## config.mk

```make
export PLATFORM = sky130hd
export DESIGN_NAME = reg_file_alu_src
export DESIGN_NICKNAME = d
export VERILOG_FILES = /design/src/rtl/reg_file_alu_src_pkg.sv /design/src/rtl/reg_file_alu_src_flag_reg.sv /design/src/rtl/reg_file_alu_src.sv
export SDC_FILE = /design/constraint.sdc
export NUM_CORES = 2
export LEC_CHECK = 0
export CAP_MARGIN = 20
export CORE_AREA = 2 2 297 299
export CTS_BUF_LIST = sky130_fd_sc_hd__clkbuf_16
export DETAILED_ROUTE_END_ITERATION = 10
export DIE_AREA = 0 0 299 301
export PLACE_DENSITY = 0.78
export RECOVER_POWER = 25
export SLEW_MARGIN = 20
export SYNTH_ARGS = -nofsm -noshare
export SYNTH_HDL_FRONTEND = slang
export SYNTH_HIERARCHICAL = 1
export SYNTH_SLANG_ARGS = --single-unit
```

## constraint.sdc

```tcl
create_clock -name clk -period 7.4 [get_ports clk]
set_input_delay 1.48 -clock clk [delete_from_list [all_inputs] [get_ports clk]]
set_output_delay 1.48 -clock clk [all_outputs]
set_load 0.01 [all_outputs]
```

## src/rtl/reg_file_alu_src_pkg.sv

```systemverilog
// Shared definitions for the ALU operand-source stage and the ALU itself:
// default widths, the hardwired-zero register index and flag-vector bit positions.
package reg_file_alu_src_pkg;
   localparam int DATA_W_DEF = 32;
   localparam int ADDR_W_DEF = 5;
   localparam int R0_IDX     = 0;

   localparam int FLAG_W  = 2;
   localparam int FLAG_OF = 1;
   localparam int FLAG_ZF = 0;

   function automatic logic [FLAG_W-1:0] pack_flags(input logic of_bit, input logic zf_bit);
      logic [FLAG_W-1:0] f;
      f          = '0;
      f[FLAG_OF] = of_bit;
      f[FLAG_ZF] = zf_bit;
      return f;
   endfunction
endpackage

```

## src/rtl/reg_file_alu_src_flag_reg.sv

```systemverilog
// Two-bit enabled flag register with synchronous active-high reset.
module flag_reg
   import reg_file_alu_src_pkg::*;
(
   input  logic              clk,
   input  logic              rst,
   input  logic              en,
   input  logic [FLAG_W-1:0] d,
   output logic [FLAG_W-1:0] q
);
   logic [FLAG_W-1:0] flags_reg;

   always_ff @(posedge clk) begin
      if (rst)
         flags_reg <= '0;
      else if (en)
         flags_reg <= d;
   end

   assign q = flags_reg;
endmodule

```

## src/rtl/reg_file_alu_src.sv

```systemverilog
// ALU operand-source stage: 2R/1W register file with r0 hardwired to zero, plus OF/ZF flag register.
// Optional write-to-read forwarding is enabled by defining REG_BYPASS_EN.
module reg_file_alu_src
   import reg_file_alu_src_pkg::*;
#(
   parameter int DATA_W = DATA_W_DEF,
   parameter int ADDR_W = ADDR_W_DEF
)
(
   input  logic              clk,
   input  logic              rst,
   input  logic [ADDR_W-1:0] R_Addr_A,
   input  logic [ADDR_W-1:0] R_Addr_B,
   input  logic [ADDR_W-1:0] W_Addr,
   input  logic              Write_Reg,
   input  logic [DATA_W-1:0] W_Data,
   output logic [DATA_W-1:0] R_Data_A,
   output logic [DATA_W-1:0] R_Data_B,
   input  logic              flag_we,
   input  logic              OF_in,
   input  logic              ZF_in,
   output logic              OF,
   output logic              ZF
);
   localparam int DEPTH = 1 << ADDR_W;
   localparam logic [ADDR_W-1:0] R0_ADDR = ADDR_W'(R0_IDX);

   logic [DATA_W-1:0] regs_reg [0:DEPTH-1];
   logic              wr_en;
   logic [FLAG_W-1:0] flags_q;

   assign wr_en = Write_Reg && !rst && (W_Addr != R0_ADDR);

   // Entry 0 is only ever cleared, so it stays zero without a special read case.
   always_ff @(posedge clk) begin
      if (rst) begin
         for (int i = 0; i < DEPTH; i++)
            regs_reg[i] <= '0;
      end else if (wr_en) begin
         regs_reg[W_Addr] <= W_Data;
      end
   end

   always_comb begin
      R_Data_A = (R_Addr_A == R0_ADDR) ? '0 : regs_reg[R_Addr_A];
      R_Data_B = (R_Addr_B == R0_ADDR) ? '0 : regs_reg[R_Addr_B];
`ifdef REG_BYPASS_EN
      if (wr_en && (W_Addr == R_Addr_A))
         R_Data_A = W_Data;
      if (wr_en && (W_Addr == R_Addr_B))
         R_Data_B = W_Data;
`endif
   end

   flag_reg u_flag_reg (
      .clk (clk),
      .rst (rst),
      .en  (flag_we),
      .d   (pack_flags(OF_in, ZF_in)),
      .q   (flags_q)
   );

   assign OF = flags_q[FLAG_OF];
   assign ZF = flags_q[FLAG_ZF];
endmodule
```

==> out/summary.txt <==
cell area after layout: 59540 sq um
# fillers: 5680
CP arrival: 5.24 ns
max FFs per register: 1024
Avg Inst Size Synth: 15.48 sq um
count leader, synth: edfxtp_1
WL final: 173200 um
largest net degree at the start of global routing: 79
critical path, cell by cell: clkdlybuf4s50_1 > or3b_2 > o22ai_1 > a2111oi_1 > nor3_1 > clkdlybuf4s50_1
Required @ worst endpoint: 5.92 ns
vias in the first global route: 35380
Syn Std Cell Area: 54300 sq um
first-pass GRT wire length: 246600 um
core footprint: 86480 sq um
unique cell type count in the Yosys netlist: 43
Crit. End Element: output port
fin crit period: 6.722 ns
top_reg_cell synth: edfxtp_1
sequential element share of the synthesized area: 56.70%
drt drc: 0
via count: 34900
RSZ-0062 raised after global routing: false
GR Overflow Total: 0
gp weighted congestion: 0.9560
area used by multi-input combinational logic: 21950 sq um
Peak Freq: 0.1488 GHz
Clock Sink Count: 1026
Setup TNS: 0 ns
fraction of layout instances using a drive strength above 1: 22.66%
failing checks: capacitance limit, slew limit
post-synth top area share: 56.63%
clock-pin slew on the worst setup and hold paths: 0.06 ns
slowest cell delay on critical path: 1.00 ns
max-cap viol count: 26
crit path kind: in2out
Initial Util: 62.79%
Post-DP HPWL: 105600 um
CTS Buffer Depth: 3
Yosys top cell by area: edfxtp_1
row count: 108
Layout area overhead: 9.643%
post-CTS resize count: 0
H-tree depth: 3
crit start category: input port
Synth Register Bits: 1026
cell repeated most along the worst path: clkdlybuf4s50_1
Async SR Flop Fraction: 0%
CP Max Fanout: 27
Die Height: 301 um
crit share post-route: 90.83%
synthesized instance count: 3508
Die W: 299 um
PD cells: 229.2 nW/um^2
largest cells by area after synthesis: edfxtp_1 57%, mux4_2 20%, and2_1 11%
initial drt markers: 5599
Pre-antenna DRT Iters: 6
outcome: complete, but fails checks
slowest CP cell: or3b_2
DR vias/cell: 7.369
number of port buffers: 118
cts bufs inserted: 104
Post-CTS Hold Buffers: 0
Worst-Skew Late Latency: 0.67 ns
initial antenna violation count: 12
Rel. slew slack: -101.4%
Final Max Tran Viols: 880
routed wire length per instance: 36.58 um
Clock Tree Root: clkbuf_16
CTS tree: built
setup bufs post-CTS: 0
Post-synth EDFFs: 1024
nets: 3553
# setup viols final: 0
Post-DRT Antenna Nets: 0
Reg area: 30790 sq um
Post-DP Area: 56450 sq um
worst slew pin tran: 3.020 ns
static leakage: 20.20 nW
most instantiated cells after synthesis: 1024 x edfxtp_1, 995 x and2_1, 472 x mux4_2
Ys Warns: 6
clock skew: 0 ns
gr usage total: 38.77%
total I/O pin count: 119
final hold violations: 0
die area: 90000 sq um
VDD IR-drop max: 0.2055 mV
worst hold path class: reg2reg
[per-stage QoR]
| step | utilization [%] | setup slack, ns | hold slack, ns | total power, mW | instances |
|---|---|---|---|---|---|
| after floorplan | - | 2.770 | 0.5279 | 7.973 | 3539 |
| after global placement | 65.26 | 1.140 | 0.4757 | 8.663 | 4546 |
| after detailed placement | 65.27 | 0.9233 | 0.4841 | 8.723 | 4546 |
| after CTS | 68.91 | 0.9084 | 0.5145 | 13.58 | 4731 |
| after global routing | 68.84 | 0.8100 | 0.5414 | 13.92 | 4734 |
| final | 68.84 | 0.6784 | 0.5035 | 13.65 | 4736 |
[layout by cell type, fill, tap and decap left out, drive strengths merged, types with 4 or more instances in the layout]
cell,instances
a22o,51
clkdlybuf4s50,103
conb,32
or3b,4
nor4,6
nand3b,5
o22ai,103
nor2b,14
a211oi,7
inv,39
a221oi,4
nand3,5
mux2,30
nand2b,5
a32o,4
o21ai,4
nor2,38
a21oi,12
mux4,472
clkbuf,133
a22oi,16
bufinv,5
edfxtp,1024
and2,995
nor3,54
mux2i,152
a2111oi,55
buf,111
nand2,7
clkinv,36
or2,33
[layer usage]
layer / GRT usage [%] / wire length, um / vias up
met2: 60.86 / 80920 / 3102
met4: 26.98 / 15140 / 18
met1: 49.59 / 55740 / 17530
met5: 0 / 111 / -
met3: 7.251 / 21340 / 710
li1: - / - / 13540
[report_power, final]
part           internal, mW  leakage [nW]  switching [mW]
combinational         0.757          8.76            1.01
sequential             6.72          9.77           0.179
clock                  2.76          1.68            2.22
[worst paths after layout]
kind	from	to	slack, ns	cells after the start
setup reg to reg	u_flag_reg/q[1]$_SDFFE_PP0P_	u_flag_reg/q[1]$_SDFFE_PP0P_	6.73	2
hold reg to reg	u_flag_reg/q[0]$_SDFFE_PP0P_	u_flag_reg/q[0]$_SDFFE_PP0P_	0.50	2
setup / recovery	R_Addr_B[3]	R_Data_B[15]	0.68	6
hold / removal	u_flag_reg/q[0]$_SDFFE_PP0P_	u_flag_reg/q[0]$_SDFFE_PP0P_	0.50	2
[kinds of logic (layout without fill, tap and decap cells)]
kind of cell / count (synthesis) / in the layout / synth area share [%]
other: 1 / 34 / 0.006906
flip-flops: 1026 / 1026 / 56.70
AO/OA/AOI/OAI: 259 / 259 / 3.647
AND/OR/NAND/NOR: 1179 / 1179 / 13.33
buffers and inverters: 389 / 429 / 3.313
multiplexers: 654 / 654 / 23.00
[cell type report]
cell class              instances  area share (%)
diodes                          2        0.008406
clock buffers                 107           4.497
clock inverters                78          0.7797
inverters                       2         0.01261
multi-input cells            2124           36.87
flip-flops and latches       1026           51.71
well taps                    1155           2.427
repair buffers                242           3.688
[critical path, delay by kind of cell]
family / cells / cell delay (ns)
and+or+nand+nor: 2 / 1.87
AOI/OAI and AO/OA: 2 / 0.35
buffers and inverters: 2 / 1.52
Power figures use the tool's default switching activity.
